===== src/rtl/hazard_pkg.sv =====
// Shared encodings for the hazard/pipeline sequencer: FSM states and the
// all-zero bubble value loaded into a flushed pipeline register.
package hazard_pkg;

  typedef enum logic {
    RUN      = 1'b0,
    MEM_WAIT = 1'b1
  } state_e;

  localparam int                    PIPE_REG_W = 64;
  localparam logic [PIPE_REG_W-1:0] BUBBLE     = '0;

endpackage


===== src/rtl/hazard_detect.sv =====
// Load-use compare: the load in EX writes a register the instruction in ID reads.
module hazard_detect
  import hazard_pkg::*;
(
  input  logic [4:0] id_rs,
  input  logic [4:0] id_rt,
  input  logic [4:0] ex_rt,
  input  logic       ex_mem_read,
  output logic       hit
);

  // $zero never creates a dependency, so ex_rt == 0 is excluded.
  always_comb begin
    hit = ex_mem_read && (ex_rt != 5'd0) && ((ex_rt == id_rs) || (ex_rt == id_rt));
  end

endmodule


===== src/rtl/hazard_ctrl.sv =====
// Pipeline enable/flush sequencer for the five-stage core (Mealy outputs).
// Optional perf counters stall_cycles/flush_count under `HAZARD_CTRL_PERF_EN.
module hazard_ctrl
  import hazard_pkg::*;
#(
  parameter int MEM_TIMEOUT = 15
) (
  input  logic       clk,
  input  logic       rst,
  input  logic [4:0] id_rs,
  input  logic [4:0] id_rt,
  input  logic [4:0] ex_rt,
  input  logic       ex_mem_read,
  input  logic       ex_branch_taken,
  input  logic       me_mem_req,
  input  logic       mem_ready,
  output logic       pc_en,
  output logic       if_id_en,
  output logic       id_ex_en,
  output logic       ex_me_en,
  output logic       me_wb_en,
  output logic       if_id_flush,
  output logic       id_ex_flush,
  output logic       me_wb_bubble,
  output logic       mem_err,
  output logic       busy
`ifdef HAZARD_CTRL_PERF_EN
  ,
  output logic [31:0] stall_cycles,
  output logic [31:0] flush_count
`endif
);

  localparam int               CNT_W   = $clog2(MEM_TIMEOUT + 1);
  localparam logic [CNT_W-1:0] CNT_MAX = CNT_W'(MEM_TIMEOUT);

  state_e           state_q, state_d;
  logic [CNT_W-1:0] cnt_q, cnt_d;
  logic             load_use_hit;
  logic             mem_stall;
  logic             timeout;

  hazard_detect u_detect (
    .id_rs       (id_rs),
    .id_rt       (id_rt),
    .ex_rt       (ex_rt),
    .ex_mem_read (ex_mem_read),
    .hit         (load_use_hit)
  );

  always_comb begin
    mem_stall = ((state_q == RUN) && me_mem_req && !mem_ready) ||
                ((state_q == MEM_WAIT) && !mem_ready && (cnt_q != CNT_MAX));
    timeout   = (state_q == MEM_WAIT) && !mem_ready && (cnt_q == CNT_MAX);
  end

  always_comb begin
    state_d = state_q;
    cnt_d   = cnt_q;
    case (state_q)
      RUN: begin
        if (me_mem_req && !mem_ready) begin
          state_d = MEM_WAIT;
          cnt_d   = CNT_W'(1);
        end
      end
      MEM_WAIT: begin
        if (mem_ready || (cnt_q == CNT_MAX)) begin
          state_d = RUN;
          cnt_d   = '0;
        end else begin
          cnt_d = cnt_q + 1'b1;
        end
      end
      default: begin
        state_d = RUN;
        cnt_d   = '0;
      end
    endcase
  end

  always_ff @(posedge clk) begin
    if (rst) begin
      state_q <= RUN;
      cnt_q   <= '0;
    end else begin
      state_q <= state_d;
      cnt_q   <= cnt_d;
    end
  end

  // Priority: reset bubble, then memory stall, branch flush, load-use bubble.
  always_comb begin
    pc_en        = 1'b1;
    if_id_en     = 1'b1;
    id_ex_en     = 1'b1;
    ex_me_en     = 1'b1;
    me_wb_en     = 1'b1;
    if_id_flush  = 1'b0;
    id_ex_flush  = 1'b0;
    me_wb_bubble = 1'b0;
    mem_err      = 1'b0;
    busy         = 1'b0;
    if (rst) begin
      if_id_flush  = 1'b1;
      id_ex_flush  = 1'b1;
      me_wb_bubble = 1'b1;
    end else begin
      busy    = (state_q == MEM_WAIT);
      mem_err = timeout;
      if (mem_stall) begin
        pc_en        = 1'b0;
        if_id_en     = 1'b0;
        id_ex_en     = 1'b0;
        ex_me_en     = 1'b0;
        me_wb_bubble = 1'b1;
      end else if (ex_branch_taken) begin
        if_id_flush = 1'b1;
        id_ex_flush = 1'b1;
      end else if (load_use_hit) begin
        pc_en       = 1'b0;
        if_id_en    = 1'b0;
        id_ex_flush = 1'b1;
      end
    end
  end

`ifdef HAZARD_CTRL_PERF_EN
  logic [31:0] stall_cycles_q, stall_cycles_d;
  logic [31:0] flush_count_q, flush_count_d;

  always_comb begin
    stall_cycles_d = stall_cycles_q;
    flush_count_d  = flush_count_q;
    if (!pc_en && (stall_cycles_q != 32'hFFFF_FFFF)) begin
      stall_cycles_d = stall_cycles_q + 32'd1;
    end
    if (if_id_flush && (flush_count_q != 32'hFFFF_FFFF)) begin
      flush_count_d = flush_count_q + 32'd1;
    end
  end

  always_ff @(posedge clk) begin
    if (rst) begin
      stall_cycles_q <= '0;
      flush_count_q  <= '0;
    end else begin
      stall_cycles_q <= stall_cycles_d;
      flush_count_q  <= flush_count_d;
    end
  end

  assign stall_cycles = stall_cycles_q;
  assign flush_count  = flush_count_q;
`endif

endmodule

===== config.mk =====
export PLATFORM = sky130hd
export DESIGN_NAME = hazard_ctrl
export DESIGN_NICKNAME = d
export VERILOG_FILES = /design/src/rtl/hazard_pkg.sv /design/src/rtl/hazard_detect.sv /design/src/rtl/hazard_ctrl.sv
export SDC_FILE = /design/constraint.sdc
export NUM_CORES = 1
export LEC_CHECK = 0
export CORE_AREA = 3 3 40 42
export DETAILED_ROUTE_END_ITERATION = 8
export DIE_AREA = 0 0 43 45
export PLACE_DENSITY_LB_ADDON = 0.25
export SYNTH_ARGS = -nofsm -noshare
export SYNTH_HDL_FRONTEND = slang
export SYNTH_SLANG_ARGS = --single-unit

===== constraint.sdc =====
create_clock -name clk -period 4 [get_ports clk]
set_clock_uncertainty 0.1 [all_clocks]
set_input_delay 0.6 -clock clk [delete_from_list [all_inputs] [get_ports clk]]
set_output_delay 0.6 -clock clk [all_outputs]
set_load 0.02 [all_outputs]

======== Word level (Yosys, flattened, before mapping) ========
Cells that the tools add are included.
storage, ports and cells
  logic and storage cells ................. 45
  input port bits ......................... 21
  register bits after elaboration ......... 5
  output and inout port bits .............. 10
operators by class
  add/subtract/negate cells ............... 1
  bitwise logic cells ..................... 1
  equal/unequal tests ..................... 5
  reduce and logical (&&, ||, !) cells .... 13
  multiplexer cells ....................... 23
operators with widths
  operator                                        count
  two-way mux 1 bit                               19
  == test 5 bit                                   2
  logical AND 1 bit                               8
  two-way mux 4 bit                               2
  case mux 4 bit (2 select lines)                 1
  nonzero test 5 bit                              1
  adder 4 x 1 -> 4 bit (second input constant)    1
  == test 4 bit (second input constant)           1
  != test 4 bit (second input constant)           1
  logical OR 1 bit                                3
  != test 2 x 1 -> 1 bit (second input constant)  1
  case mux 1 bit (2 select lines)                 1
  zero test 1 bit                                 1
  inverter 1 bit                                  1

======== Logic depth before layout (Yosys ltp) ========
  depth in word-level cells ............... 7
  gate-level depth with buffers ........... 6

======== Cells and area by module ========
Synthesis repeated with hierarchy kept, for this count alone.
second synthesis, totals
  cell total of the unflattened synthesis .. 60
  area, all modules ....................... 457.9 um^2
by module, submodules not included
  module         sequential area each (um^2)  cells each  instances  area each (um^2)
  hazard_ctrl    100.1                        43          1          332.8
  hazard_detect  0.0                          17          1          125.1

======== Worst setup path before layout ========
No wires, ideal clock.
  path type ............................... input to output
  start point ............................. input port ex_rt[0]
  end point ............................... output port pc_en
  stages .................................. 5
  required time ........................... 3.300 ns
  arrival ................................. 1.754 ns
  path buffers ............................ 1
  setup slack ............................. 1.546 ns
  cell sequence ........................... or4_1 -> o21ai_1 -> or3_1 -> o22a_1 -> buf_4
between the ends
  longest elaborated chain between the ends .. 7
RTL lines
  what                                                   line                 source
  start: declaration                                     hazard_ctrl.sv:12    input logic [4:0] ex_rt,
  == test 5 bit or nonzero test 5 bit (tied branches)    hazard_detect.sv:14  hit = ex_mem_read && (ex_rt != 5'd0) && ((ex_rt == id_rs) || (ex_rt == id_rt));
  logical OR 1 bit or logical AND 1 bit (tied branches)  hazard_detect.sv:14
  logical AND 1 bit (*)                                  hazard_detect.sv:14
  two-way mux 1 bit (*) (4 in series)                    n/a
  end: declaration                                       hazard_ctrl.sv:17    output logic pc_en,
Every way passes the cells marked *; elsewhere a longest branch is shown, timed or not.

======== Worst setup path after layout ========
  start point ............................. input port ex_rt[0]
  end point ............................... output port pc_en
between the ends
  longest elaborated chain between the ends .. 7
RTL lines
  what                                                   line                 source
  == test 5 bit or nonzero test 5 bit (tied branches)    hazard_detect.sv:14
  logical OR 1 bit or logical AND 1 bit (tied branches)  hazard_detect.sv:14
  logical AND 1 bit (*)                                  hazard_detect.sv:14
  two-way mux 1 bit (*)                                  hazard_ctrl.sv:120   end else if (load_use_hit) begin
  two-way mux 1 bit (*)                                  hazard_ctrl.sv:117   end else if (ex_branch_taken) begin
  two-way mux 1 bit (*)                                  hazard_ctrl.sv:111   if (mem_stall) begin
  two-way mux 1 bit (*)                                  hazard_ctrl.sv:104   if (rst) begin
Marked as above.

==> flow_metrics.env <==
export IMPL_hold_viol_final=0
export IMPL_cts_tree="done"
export IMPL_cts_resized=0
export IMPL_dieArea_um2=1940
export IMPL_syn_inst=61
export IMPL_start_util_pct=37.0
export IMPL_yosysSeqAreaShare_pct=21.1
export IMPL_synth_edf_count=0
export IMPL_drt_iter0_drc=6
export IMPL_wire_per_inst_um=11.3
export IMPL_path_class="in -> out"
export IMPL_cp_end_kind="output port"
export IMPL_period_needed_ns=3.33
export IMPL_rsz0062_at_grt="false"
export IMPL_syn_nets=83
export IMPL_ys_warn_count=0
export IMPL_die_w_um=43
export IMPL_h_tree_depth=1
export IMPL_final_nets=113
export IMPL_setup_viol=0
export IMPL_min_path_cells=2
export IMPL_dr_pass1_iters=4
export IMPL_drc_errors=0
export IMPL_num_antenna_cells=0
export IMPL_totalWireLength_um=1190
export IMPL_cts_sinks=5
export IMPL_synthTopCellsByArea="dfxtp_1 (21%), xor2_1 (18%), nor2_1 (7.1%)"
export IMPL_endpoint="pc_en"
export IMPL_grt_util_all_layers_pct=12.6
export IMPL_postRouteAntennaNets=0
export IMPL_overflow=0
export IMPL_core_um2=1280
export IMPL_timing_rr_start="cnt_q[0]$_SDFFE_PP0P_"
export IMPL_die_y_um=45
export IMPL_grt_pass1_wl_um=1830
export IMPL_area_growth_pct=62.9
export IMPL_cts_hold_buffers=0
export IMPL_path_clk_slew_ns=0.05
export IMPL_critPathLaunchType="input port"
export IMPL_status="finished clean"
export IMPL_numCtsBuffers=3
export IMPL_slew_violations=0
export IMPL_antenna_found_initial=0
export IMPL_syn_area_per_cell_um2=7.79
export IMPL_power_w=0.000174
export IMPL_synth_top_area_share_pct=21.1
export IMPL_ys_async_sr_fraction_pct=0
export IMPL_io_buffers=29
export IMPL_ir_worst_vdd_v=0.0000989
export IMPL_r2r_setup_slack_ns=2.58
export IMPL_post_route_period_util_pct=83.3
export IMPL_synth_area_leader_cell="dfxtp_1"
export IMPL_fin_cells=105
export IMPL_layout_commonest_cell="clkdlybuf4s50_1"
export IMPL_crit_start="ex_rt[0]"
export IMPL_clk_insertion_delay_late_ns=0.24
export IMPL_grt_max_degree=11
export IMPL_crit_required_ns=3.30
export IMPL_worstPathMaxFanout=3
export IMPL_max_freq_mhz=300
export IMPL_vias=510
export IMPL_post_place_cells=101
export IMPL_fin_setup_tns_ns=0
export IMPL_cts_setup_buffers=0
export IMPL_timing_max_cap_violations=0
export IMPL_netlist_area_um2=475
export IMPL_final_cell_mix="clkdlybuf4s50_1 (29), xor2_1 (10), nor2_1 (9)"
export IMPL_synth_seq_cells=5
export IMPL_gp_congestion=0.773
export IMPL_pin_count=31
export IMPL_via_per_inst=4.86
export IMPL_dpl_hpwl_um=976
export IMPL_synth_cell_types=28
export IMPL_r2r_worst_path_cells=4
export IMPL_arrival_ns=2.63
export IMPL_drive_gt1_share_pct=5.56
export IMPL_leakagePower_nw=0.312
export IMPL_grt_pass1_vias=462
export IMPL_rows=13
export IMPL_synth_flop_cell="dfxtp_1"
export IMPL_clock_path_buffers=2
export IMPL_hold_path_class="reg -> reg"
export IMPL_rr_endpoint="state_q$_SDFF_PP0_"
export IMPL_p_per_area_nw_per_um2=225
export IMPL_cts_root_buf="clkbuf_4"
-- Yosys cell counts, types with 2 or more instances --
library cell,count
a21oi_1,3
nor3_1,2
buf_4,3
nand2b_1,3
xor2_1,10
dfxtp_1,5
inv_1,3
nor2_1,9
o21ai_0,2
a22oi_1,2
or3_1,2
-- state kept, by name, indices dropped and copies added (netlist names) --
name     flops
cnt_q        4
state_q      1
-- final cells by class --
class | count | area (um^2)
timing repair buffer | 29 | 290
sequential | 5 | 100
fill | 129 | 510
clock buffer | 4 | 26.3
multi-input combinational | 49 | 328
inverter | 3 | 11.3
tap | 15 | 18.8
-- where the power goes --
part	total, W	internal (W)	switching [W]
sequential	0.0000528	0.0000514	0.00000145
clock	0.0000594	0.0000378	0.0000216
combinational	0.0000619	0.0000359	0.0000260
-- per-layer routing --
metal  part of all wire [%]  wire length [um]  GRT usage [%]
met1                     42               494           13.2
met2                     46               548           21.3
met3                     10               120           3.19
met4                    2.0                24           10.8
met5                      0                 0              0
-- how the worst min path moves through the flow --
| stage | startpoint | end | slack [ns] |
|---|---|---|---|
| 2_1_floorplan | cnt_q[3]$_SDFFE_PP0P_ | cnt_q[3]$_SDFFE_PP0P_ | 0.36 |
| 3_3_place_gp | cnt_q[3]$_SDFFE_PP0P_ | cnt_q[3]$_SDFFE_PP0P_ | 0.38 |
| 3_5_place_dp | cnt_q[3]$_SDFFE_PP0P_ | cnt_q[3]$_SDFFE_PP0P_ | 0.39 |
| 4_1_cts | cnt_q[3]$_SDFFE_PP0P_ | cnt_q[3]$_SDFFE_PP0P_ | 0.40 |
| 5_1_grt | cnt_q[2]$_SDFFE_PP0P_ | cnt_q[2]$_SDFFE_PP0P_ | 0.44 |
| 6_report | cnt_q[3]$_SDFFE_PP0P_ | cnt_q[3]$_SDFFE_PP0P_ | 0.40 |
-- through the flow --
stage / hold slack [ns] / worst slack (ns) / utilization, % / cell area, um^2
floorplan: 0.356 / 1.55 / - / 475
global placement: 0.377 / 0.697 / 58.2 / 748
detailed placement: 0.392 / 0.666 / 58.2 / 748
CTS: 0.398 / 0.656 / 60.3 / 774
global route: 0.440 / 0.580 / 60.3 / 774
finish: 0.397 / 0.670 / 60.3 / 774
-- worst max-delay path, cell delays in order --
cell	delay, ns
clkdlybuf4s50_1	0.46
or4_1	0.55
o21ai_1	0.15
or3_1	0.12
o22a_1	0.13
clkdlybuf4s50_1	0.61
-- logic make-up (layout without fill, tap and decap cells) --
kind of cell / count (synthesis) / after routing / share of synthesized area [%]
flip-flops: 5 / 5 / 21.1
XOR/XNOR: 10 / 10 / 18.4
AND/OR/NAND/NOR: 23 / 23 / 27.1
AO/OA/AOI/OAI: 14 / 14 / 20.0
buffers and inverters: 7 / 36 / 10.0
adder cells (fa/ha/maj): 1 / 1 / 2.63
other: 1 / 1 / 0.789
(Power assumes the default switching activity.)
